$ cat config.mk
export PLATFORM = sky130hd
export DESIGN_NAME = mutex_grant_server
export DESIGN_NICKNAME = d
export VERILOG_FILES = /design/src/rtl/mutex_pkg.sv /design/src/rtl/mutex_grant_server_rr_pick.sv /design/src/rtl/mutex_grant_server.sv
export SDC_FILE = /design/constraint.sdc
export NUM_CORES = 1
export LEC_CHECK = 0
export ABC_AREA = 1
export CAP_MARGIN = 20
export CORE_UTILIZATION = 55
export DETAILED_ROUTE_END_ITERATION = 12
export PLACE_DENSITY = 0.86
export SLEW_MARGIN = 20
export SYNTH_ARGS = -nofsm -noshare
export SYNTH_HDL_FRONTEND = slang
export SYNTH_SLANG_ARGS = --single-unit
$ cat constraint.sdc
create_clock -name clk -period 5.5 [get_ports clk]
set_clock_uncertainty 0.15 [all_clocks]
set_input_delay 1.1 -clock clk [delete_from_list [all_inputs] [get_ports clk]]
set_output_delay 1.1 -clock clk [all_outputs]
set_load 0.01 [all_outputs]
$ cat src/rtl/mutex_pkg.sv
// Shared types and helpers for the mutex grant server: client state encoding
// and index/counter width sizing.
package mutex_pkg;

    typedef enum logic [1:0] {
        ST_I = 2'b00,
        ST_T = 2'b01,
        ST_C = 2'b10,
        ST_E = 2'b11
    } mstate_t;

    // $clog2 with a floor of 1 bit, so degenerate sizes still yield a usable vector.
    function automatic int clog2_min1(input int n);
        return ($clog2(n) < 1) ? 1 : $clog2(n);
    endfunction

endpackage

$ cat src/rtl/mutex_grant_server_rr_pick.sv
// Combinational round-robin selector: first asserted candidate at or above ptr,
// wrapping around to index 0.
module mutex_rr_pick
    import mutex_pkg::*;
#(
    parameter int NCLIENT = 4,
    parameter int IW      = clog2_min1(NCLIENT)
) (
    input  logic [NCLIENT-1:0] cand,
    input  logic [IW-1:0]      ptr,
    output logic               win_valid,
    output logic [IW-1:0]      win_idx
);

    logic [IW:0]   sum;
    logic [IW-1:0] idx;

    // Scan from the farthest offset down, so the nearest candidate to ptr is written last.
    always_comb begin
        win_valid = 1'b0;
        win_idx   = '0;
        sum       = '0;
        idx       = '0;
        for (int k = NCLIENT - 1; k >= 0; k--) begin
            sum = {1'b0, ptr} + (IW + 1)'(k);
            if (sum >= (IW + 1)'(NCLIENT)) begin
                sum = sum - (IW + 1)'(NCLIENT);
            end
            idx = sum[IW-1:0];
            if (cand[idx]) begin
                win_valid = 1'b1;
                win_idx   = idx;
            end
        end
    end

endmodule

$ cat src/rtl/mutex_grant_server.sv
// Responder for the I/T/C/E mutual-exclusion protocol: sequences every client,
// admits at most one to its critical section, round-robin, with an optional hold watchdog.
module mutex_grant_server
    import mutex_pkg::*;
#(
    parameter int NCLIENT  = 4,
    parameter int HOLD_MAX = 0
) (
    input  logic                           clk,
    input  logic                           reset,
    input  logic [NCLIENT-1:0]             req,
    input  logic [NCLIENT-1:0]             rel,
    output logic [2*NCLIENT-1:0]           state,
    output logic [NCLIENT-1:0]             grant,
    output logic                           x,
    output logic [clog2_min1(NCLIENT)-1:0] owner,
    output logic                           owner_valid,
    output logic                           timeout_pulse,
    output logic                           proto_err
);

    localparam int IW = clog2_min1(NCLIENT);
    localparam int HW = clog2_min1(HOLD_MAX + 1);

    mstate_t           state_q [NCLIENT];
    mstate_t           state_d [NCLIENT];
    logic              x_q, x_d;
    logic [IW-1:0]     rr_ptr_q, rr_ptr_d;
    logic [HW-1:0]     hold_cnt_q, hold_cnt_d;
    logic              timeout_pulse_q, timeout_pulse_d;
    logic              proto_err_q, proto_err_d;

    logic [NCLIENT-1:0] cand;
    logic [NCLIENT-1:0] busy;
    logic               win_valid;
    logic [IW-1:0]      win_idx;

    always_comb begin
        cand = '0;
        for (int i = 0; i < NCLIENT; i++) begin
            cand[i] = (state_q[i] == ST_T);
        end
    end

    mutex_rr_pick #(
        .NCLIENT(NCLIENT),
        .IW     (IW)
    ) u_rr_pick (
        .cand     (cand),
        .ptr      (rr_ptr_q),
        .win_valid(win_valid),
        .win_idx  (win_idx)
    );

    // A grant needs x_q=1 and an exit needs x_q=0, so both never fire in one cycle.
    always_comb begin
        state_d         = state_q;
        x_d             = x_q;
        rr_ptr_d        = rr_ptr_q;
        hold_cnt_d      = hold_cnt_q;
        timeout_pulse_d = 1'b0;
        proto_err_d     = proto_err_q;
        for (int i = 0; i < NCLIENT; i++) begin
            if (rel[i] && (state_q[i] != ST_C)) begin
                proto_err_d = 1'b1;
            end
            case (state_q[i])
                ST_I: begin
                    if (req[i]) begin
                        state_d[i] = ST_T;
                    end
                end
                ST_T: begin
                    if (x_q && win_valid && (win_idx == IW'(i))) begin
                        state_d[i] = ST_C;
                        x_d        = 1'b0;
                        hold_cnt_d = '0;
                        rr_ptr_d   = (win_idx == IW'(NCLIENT - 1)) ? '0 : win_idx + 1'b1;
                    end
                end
                ST_C: begin
                    // A release wins over a coincident watchdog expiry.
                    if (rel[i]) begin
                        state_d[i] = ST_E;
                    end else if ((HOLD_MAX != 0) && (hold_cnt_q == HW'(HOLD_MAX - 1))) begin
                        state_d[i]      = ST_E;
                        timeout_pulse_d = 1'b1;
                    end else begin
                        hold_cnt_d = hold_cnt_q + 1'b1;
                    end
                end
                ST_E: begin
                    state_d[i] = ST_I;
                    x_d        = 1'b1;
                end
                default: state_d[i] = ST_I;
            endcase
        end
    end

    always_ff @(posedge clk or posedge reset) begin
        if (reset) begin
            for (int i = 0; i < NCLIENT; i++) begin
                state_q[i] <= ST_I;
            end
            x_q             <= 1'b1;
            rr_ptr_q        <= '0;
            hold_cnt_q      <= '0;
            timeout_pulse_q <= 1'b0;
            proto_err_q     <= 1'b0;
        end else begin
            state_q         <= state_d;
            x_q             <= x_d;
            rr_ptr_q        <= rr_ptr_d;
            hold_cnt_q      <= hold_cnt_d;
            timeout_pulse_q <= timeout_pulse_d;
            proto_err_q     <= proto_err_d;
        end
    end

    always_comb begin
        state       = '0;
        grant       = '0;
        busy        = '0;
        owner       = '0;
        owner_valid = 1'b0;
        for (int i = 0; i < NCLIENT; i++) begin
            state[2*i +: 2] = state_q[i];
            grant[i]        = (state_q[i] == ST_C);
            busy[i]         = (state_q[i] == ST_C) || (state_q[i] == ST_E);
            if (busy[i]) begin
                owner       = IW'(i);
                owner_valid = 1'b1;
            end
        end
    end

    assign x             = x_q;
    assign timeout_pulse = timeout_pulse_q;
    assign proto_err     = proto_err_q;

    a_single_owner: assert property (@(posedge clk) disable iff (reset) $onehot0(busy));
    a_sem_owner:    assert property (@(posedge clk) disable iff (reset) (x_q == !owner_valid));
    a_grant_1hot0:  assert property (@(posedge clk) disable iff (reset) $onehot0(grant));

endmodule

==> results of run 1 <==
[metal layers]
layer,up-vias,track usage,share of wire
met1,590,0.307,0.43
met2,26,0.547,0.54
met5,-,0,0
met3,2,0.0455,0.030
li1,620,-,-
met4,0,0.0787,0.0043
[metrics by stage]
step	cell area, sq um	worst slack (ns)	std cells	utilization
6_report	1610	2.24	238	0.727
5_1_grt	1610	2.08	238	0.727
4_1_cts	1610	2.24	238	0.727
3_5_place_dp	1570	2.53	234	0.710
3_3_place_gp	1570	2.58	234	0.710
2_1_floorplan	1290	2.97	182	-
[synthesized netlist by cell type (all sizes together), types with 2 or more instances]
cell,count
ha,24
nand3,12
nor2,10
buf,2
o21ai,7
o22ai,3
inv,32
nand2,66
nand4,4
a21oi,3
dfrtp,11
[logic make-up after synthesis]
| kind of cell | share of synthesized area |
|---|---|
| fa+ha+maj | 0.232 |
| simple gates | 0.347 |
| compound gates | 0.0744 |
| flops | 0.233 |
| other cells | 0.00290 |
| buf+inv | 0.111 |
[worst register-to-register path, stage by stage, from the launching register on]
cell	delay, ns
dfrtp_1	0.43
inv_1	0.15
ha_1	0.26
nand2_1	0.07
nand2_1	0.10
nand2_1	0.08
nand2_2	0.09
inv_1	0.06
a21oi_1	0.16
o211ai_1	0.13
nand2_2	0.12
inv_1	0.08
ha_1	0.19
nand4_1	0.10
nand2_2	0.10
nor2_4	0.15
nand2_1	0.06
o21ai_1	0.07
[final cells by class]
type	count	area, sq um
Multi-Input combinational cell	136	850
Fill cell	185	604
Sequential cell	12	302
Timing Repair Buffer	26	260
Inverter	32	125
Clock buffer	4	36.3
Tap cell	28	35.0
[sequential cells by signal, indices dropped and copies added, names as in the netlist]
register	cells
x	1
state	8
proto_err	1
rr_ptr_q	2
[final timing paths]
| kind | start | endpoint | slack, ns |
|---|---|---|---|
| worst max-delay path | state[6]$_DFFE_PP0P_ | owner_valid | 2.24 |
| worst min register to register | proto_err$_DFFE_PP0P_ | proto_err$_DFFE_PP0P_ | 0.37 |
| min in group asynchronous | reset | state[5]$_DFFE_PP0P_ | 0.99 |
| worst max register to register | state[7]$_DFFE_PP0P_ | rr_ptr_q[0]$_DFF_PP0_ | 2.89 |
| max in group asynchronous | reset | x$_DFF_PP1_ | 3.86 |
| worst min-delay path | proto_err$_DFFE_PP0P_ | proto_err$_DFFE_PP0P_ | 0.37 |
==> flow_summary.yaml, run 1 <==
status:
  status: "completed"
sta:
  period_share: 0.593
  drv_slew: 0
  fmax_ghz: 0.307
  setup_viol: 0
  rsz0062_at_grt: "no"
  min_period_ns: 3.26
  whs_ns: 0.372
  finalSetupTns_ns: 0
  hold_viol_final: 0
drt:
  ant_nets: 0
  totalWireLength_um: 3030
  vias: 1238
  drt_iter0_drc: 31
  drc: 0
  drt_first_pass_iters: 4
  wl_per_cell_um: 12.7
  vias_per_cell: 5.20
clocking:
  clk_pin_slew_worst_paths_ns: 0.08
  cts_buffers: 3
  h-tree-depth: 1
  cts_hold_buf: 0
  cts.sinks: 12
  clk_latency_ns: 0.27
  cts_root_buffer: "clkbuf_4"
  cts_tree: "yes"
  ctsResizeCount: 0
  post_cts_buffers: 0
  cts_buffer_depth: 2
critical_path:
  path_class: "reg -> out"
  ff2ff_path_depth: 17
  cp_max_fo: 6
  crit_chain: "inv_1, ha_1, nor4_1, nand3_1, clkdlybuf4s50_1"
  crit_cells: 5
  critPathRequiredTime_ns: 4.25
  cp_slowest_cell: "clkdlybuf4s50_1"
  critPathCaptureType: "output pin"
  path_buf_inv: 2
  crit_family: "buffers and inverters"
  cpPeakStageDelay_ns: 0.50
  startpoint_type: "flip-flop"
  crit_arrival_ns: 2.01
global_routing:
  grt_overflow: 0
  first_global_vias: 1343
  grt_usage: 0.281
  grt_max_degree: 13
  grt_pass1_wl_um: 5420
  antenna_found_initial: 0
logic_synthesis:
  ys.warnings.count: 0
  syn_area_sq_um: 1290
  ys_ff_latch: 12
  post-synth-top-area-fraction: 0.232
  ys_types: 26
  yosysSeqAreaShare: 0.233
  synthFlopType: "dfrtp_1"
  synth_edf_count: 0
  syn-instance-count: 182
  syn_avg_cell_area_sq_um: 7.12
  yosys-top-cells-area: "ha_1 23%, dfrtp_1 21%, nand2_1 15%"
  yosys.area.top_type: "ha_1"
  syn_nets: 216
  postSynth.asyncResetShare: 1.00
die:
  dieHeight_um: 50.5
  ios: 28
  rows: 17
  initial_core_util: 0.585
  core_region_area_sq_um: 2210
  die_x_um: 50.5
  die_area_sq_um: 2550
place:
  port_buffers: 26
  place_hpwl_um: 2500
  gp_congestion: 0.854
min_path:
  hold_class: "reg -> reg"
  holdPathStages: 2
final_layout:
  drive_above_1_share: 0.119
  layout_commonest_cell: "nand2_1"
  num-nets-final: 245
  syn_to_final_growth_pct: 24.2
  num_antenna_cells: 0
  final_cell_mix: "53 x nand2_1, 30 x inv_1, 26 x clkdlybuf4s50_1"
run:
  timing.max_cap.violations: 0
Power of run 1 is left out: the tool's default activity adds up to more than one toggle a clock period on the data nets, which glitch-free logic cannot reach.
==> run 2: changes to the inputs <==
--- a/config.mk
+++ b/config.mk
@@ -7,9 +7,9 @@
 export LEC_CHECK = 0
 export ABC_AREA = 1
 export CAP_MARGIN = 20
-export CORE_UTILIZATION = 55
+export CORE_UTILIZATION = 46
 export DETAILED_ROUTE_END_ITERATION = 12
-export PLACE_DENSITY = 0.86
+export PLACE_DENSITY = 0.76
 export SLEW_MARGIN = 20
 export SYNTH_ARGS = -nofsm -noshare
 export SYNTH_HDL_FRONTEND = slang
==> constraint.sdc (replaced) <==
create_clock -name clk -period 2.95 [get_ports clk]
set_clock_uncertainty 0.15 [all_clocks]
set_input_delay 0.59 -clock clk [delete_from_list [all_inputs] [get_ports clk]]
set_output_delay 0.59 -clock clk [all_outputs]
set_load 0.01 [all_outputs]
==> run 2 against run 1 <==
Effect of this change: first-iteration DRC count shrank 45%; cell area up 0.54%; setup slack lost 2.0 ns; utilization decreased by 9.7 points; register-to-register slack got worse by 2.5 ns; via count decreased by 2.7%; flip-flop and latch count unchanged; sequential share of layout area fell by 0.10 points; non-clock buffer count unchanged; critical path type unchanged; largest cell class unchanged.
==> flow_summary.yaml, run 2 (synthesis gave the netlist of run 1 again) <==
status:
  status: "completed"
global_routing:
  antenna_found_initial: 0
  grt_most_used_layer: "met2"
  grt_overflow: 0
  first_global_vias: 1096
  use_met2: 0.414
  grt_pass1_wl_um: 4800
  grt_usage: 0.222
  grt_max_degree: 13
  grt_use_met1: 0.270
  grt_use_met3: 0.0273
die:
  initial_core_util: 0.504
  rows: 18
  ios: 28
  die_area_sq_um: 3030
  die_x_um: 55.1
  dieHeight_um: 55.1
  core_region_area_sq_um: 2570
drt:
  drt_first_pass_iters: 4
  vias: 1204
  ant_nets: 0
  drt_iter0_drc: 17
  wl_per_cell_um: 12.3
  totalWireLength_um: 2960
  vias_per_cell: 5.02
  drc: 0
critical_path:
  cp_max_fo: 6
  crit_arrival_ns: 2.01
  critPathCaptureType: "output pin"
  setup.worst_path.start: "state[6]$_DFFE_PP0P_"
  reg2reg_to: "rr_ptr_q[0]$_DFF_PP0_"
  reg2reg_setup_slack_ns: 0.38
  critPathRequiredTime_ns: 2.21
  ff2ff_path_depth: 17
  path_class: "reg -> out"
  r2r_start: "state[5]$_DFFE_PP0P_"
  startpoint_type: "flip-flop"
place:
  port_buffers: 26
  gp_congestion: 0.814
  place_hpwl_um: 2330
clocking:
  ctsResizeCount: 0
  cts.sinks: 12
  clk_pin_slew_worst_paths_ns: 0.09
  cts_buffers: 3
  h-tree-depth: 1
  cts_root_buffer: "clkbuf_4"
  post_cts_buffers: 0
  cts_buffer_depth: 2
  clk_latency_ns: 0.28
  cts_hold_buf: 0
  cts_tree: "yes"
sta:
  period_share: 0.931
  finalSetupTns_ns: 0
  hold_viol_final: 0
  min_period_ns: 2.75
  fmax_ghz: 0.364
  drv_slew: 0
  setup_viol: 0
  rsz0062_at_grt: "no"
final_layout:
  final_cell_mix: "53 x nand2_1, 30 x inv_1, 26 x clkdlybuf4s50_1"
  syn_to_final_growth_pct: 24.8
  layout_commonest_cell: "nand2_1"
  num-nets-final: 245
  largest_register_ffs: 8
  drive_above_1_share: 0.124
  num_antenna_cells: 0
min_path:
  holdPathStages: 2
  hold_start: "proto_err$_DFFE_PP0P_"
  hold_class: "reg -> reg"
  min_to: "proto_err$_DFFE_PP0P_"
run:
  timing.max_cap.violations: 0
## run 2: cell count changes in the layout (fill, tap and decap cells not counted)
cell,delta
nor4_2,+1
nor4_1,-1
## run 2: stage by stage
stage | cells | setup WS (ns) | util | hold slack (ns) | cell area (sq um)
after global placement | 236 | 0.499 | 0.613 | 0.348 | 1570
after CTS | 240 | 0.140 | 0.627 | 0.358 | 1610
final | 240 | 0.204 | 0.630 | 0.355 | 1620
after detailed placement | 236 | 0.431 | 0.613 | 0.334 | 1570
after global routing | 240 | 0.0223 | 0.630 | 0.385 | 1620
after floorplan | 182 | 0.630 | - | 0.304 | 1290
## run 2: area by class of cell
| class | instances | area (sq um) |
|---|---|---|
| well taps | 30 | 37.5 |
| flip-flops and latches | 12 | 302 |
| fillers | 240 | 951 |
| inverters | 32 | 125 |
| repair buffers | 26 | 260 |
| multi-input cells | 136 | 856 |
| clock buffers | 4 | 36.3 |
## run 2: worst max path at each step
stage / slack [ns] / cells past startpoint / end
global placement: 0.50 / 5 / owner_valid
floorplan: 0.63 / 17 / rr_ptr_q[0]$_DFF_PP0_
CTS: 0.14 / 5 / owner_valid
global route: 0.02 / 5 / owner_valid
finish: 0.20 / 5 / owner_valid
detailed placement: 0.43 / 17 / rr_ptr_q[0]$_DFF_PP0_
## run 2: layer usage
layer  up-vias  wire length, um
li1        623                -
met1       557             1360
met2        19             1500
met3         5               73
met4         0               33
met5         -                0
## run 2: critical path: stages, from the launching register on
cell,delay [ns]
dfrtp_1,0.46
inv_1,0.09
ha_1,0.27
nor4_2,0.28
nand3_1,0.12
clkdlybuf4s50_1,0.50
Power of run 2 is left out for the same reason.
==> run 3: changes to the inputs <==
--- a/config.mk
+++ b/config.mk
@@ -7,9 +7,11 @@
 export LEC_CHECK = 0
 export ABC_AREA = 1
 export CAP_MARGIN = 20
-export CORE_UTILIZATION = 46
+export CELL_PAD_IN_SITES_DETAIL_PLACEMENT = 2
+export CELL_PAD_IN_SITES_GLOBAL_PLACEMENT = 2
+export CORE_UTILIZATION = 25
 export DETAILED_ROUTE_END_ITERATION = 12
-export PLACE_DENSITY = 0.76
+export PLACE_DENSITY_LB_ADDON = 0.1
 export SLEW_MARGIN = 20
 export SYNTH_ARGS = -nofsm -noshare
 export SYNTH_HDL_FRONTEND = slang
==> run 3 against run 2 <==
Effect of this change: maximum frequency is 0.77% lower; global-route usage is 5.4 points lower; utilization is 28 points lower; via count is 5.7% higher; critical path depth stayed put; clock-buffer cell count stayed put; wire length is 42% higher; die area is 80% higher; critical endpoint unchanged; highest routed layer unchanged.
==> flow_summary.yaml, run 3 (synthesis gave the netlist of run 1 again) <==
status:
  status: "completed"
critical_path:
  reg2reg_setup_slack_ns: 0.26
  r2r_start: "state[5]$_DFFE_PP0P_"
  critPathCaptureType: "output pin"
  cp_slowest_cell: "clkdlybuf4s50_1"
  cp_max_fo: 6
  endpoint: "owner_valid"
  cpPeakStageDelay_ns: 0.50
  crit_arrival_ns: 2.03
  crit_chain: "inv_1, ha_1, nor4_1, nand3_1, clkdlybuf4s50_1"
  critPathRequiredTime_ns: 2.21
  setup.worst_path.start: "state[6]$_DFFE_PP0P_"
  path_class: "reg -> out"
  ff2ff_path_depth: 17
  startpoint_type: "flip-flop"
  reg2reg_to: "rr_ptr_q[0]$_DFF_PP0_"
final_layout:
  fillCellCount: 594
  num_antenna_cells: 0
  regArea_sq_um: 302
  drive_above_1_share: 0.118
  largest_register_ffs: 8
  syn_to_final_growth_pct: 29.2
  num-nets-final: 246
  layout_commonest_cell: "nand2_1"
  multi_input_area_sq_um: 850
  stdcell_count: 278
  final_core_util: 0.345
  final_cell_mix: "53 x nand2_1, 30 x inv_1, 26 x clkdlybuf4s50_1"
drt:
  wl_met1_um: 1900
  ant_nets: 0
  vias_per_cell: 4.58
  routed.top_layer: "met4"
  drt_iter0_drc: 17
  vias: 1273
  drc: 0
  wl_met3_um: 96
  totalWireLength_um: 4210
  drt_first_pass_iters: 4
  wl_per_cell_um: 15.1
  wl_met2_um: 2140
power_and_ir_drop:
  ir_worst_vdd_mv: 0.399
  leakage_nw: 0.855
  power.density_nw_per_um2: 1400
clocking:
  cts_tree: "yes"
  cts_buffer_depth: 2
  h-tree-depth: 1
  cts_buffers: 3
  clk_pin_slew_worst_paths_ns: 0.07
  cts_hold_buf: 0
  cts.sinks: 12
  post_cts_buffers: 0
  ctsResizeCount: 0
  cts_root_buffer: "clkbuf_8"
  clk_latency_ns: 0.26
die:
  rows: 25
  core_region_area_sq_um: 4850
  ios: 28
  initial_core_util: 0.267
  die_x_um: 74.0
  die_area_sq_um: 5470
  dieHeight_um: 74.0
sta:
  max_slew.worst_pin.slew_ns: 0.589
  fmax_ghz: 0.361
  slew_headroom: 0.607
  period_share: 0.938
  min_period_ns: 2.77
  rsz0062_at_grt: "no"
  setup_viol: 0
  drv_slew: 0
  hold_viol_final: 0
  finalSetupTns_ns: 0
global_routing:
  antenna_found_initial: 0
  grt_overflow: 0
  first_global_vias: 1437
  grt_pass1_wl_um: 6920
  grt_max_degree: 13
  grt_usage: 0.168
place:
  port_buffers: 26
  dp.cells: 274
  gp_congestion: 0.771
  place_hpwl_um: 3490
min_path:
  hold_class: "reg -> reg"
  holdPathStages: 2
run:
  timing.max_cap.violations: 0
run 3: changes by cell type in the layout (fill, tap and decap cells not counted), sizes merged:
cell | before | now
buf | 0 | 1
run 3: worst min path at each step:
| stage | from | to |
|---|---|---|
| finish | x$_DFF_PP1_ | x$_DFF_PP1_ |
| global route | x$_DFF_PP1_ | x$_DFF_PP1_ |
| CTS | x$_DFF_PP1_ | x$_DFF_PP1_ |
| detailed placement | x$_DFF_PP1_ | x$_DFF_PP1_ |
| global placement | state[7]$_DFFE_PP0P_ | state[7]$_DFFE_PP0P_ |
| floorplan | reset | proto_err$_DFFE_PP0P_ |
run 3: power breakdown:
group	switching [mW]	internal [mW]
sequential	0.129	0.251
clock	0.0847	0.0961
combinational	1.06	0.717
total	1.28	1.06
run 3: critical path, delay by kind of cell (launching register included):
family | cells | cell delay [ns]
flip-flops | 1 | 0.44
AND/OR/NAND/NOR | 2 | 0.46
adder cells (fa/ha/maj) | 1 | 0.26
buffers and inverters | 2 | 0.59
run 3: layer usage:
metal	global-route usage	vias up
met5	0	-
met4	0.0513	0
met3	0.0217	7
met2	0.303	22
met1	0.208	624
li1	-	620
run 3: cell type report:
type	count	area share
Timing Repair Buffer	27	0.160
Inverter	32	0.0748
Multi-Input combinational cell	136	0.508
Tap cell	67	0.0501
Sequential cell	12	0.180
Clock buffer	4	0.0269
run 3: through the flow:
step	cell area (sq um)	power (mW)	worst slack, ns	hold WS [ns]
3_3_place_gp	1630	2.09	0.455	0.379
3_5_place_dp	1630	2.18	0.246	0.384
4_1_cts	1670	2.39	0.154	0.398
6_report	1670	2.34	0.183	0.392
5_1_grt	1670	2.59	0.00345	0.432
2_1_floorplan	1290	1.54	0.630	0.304
No activity file was read; power rests on OpenSTA's default activity.
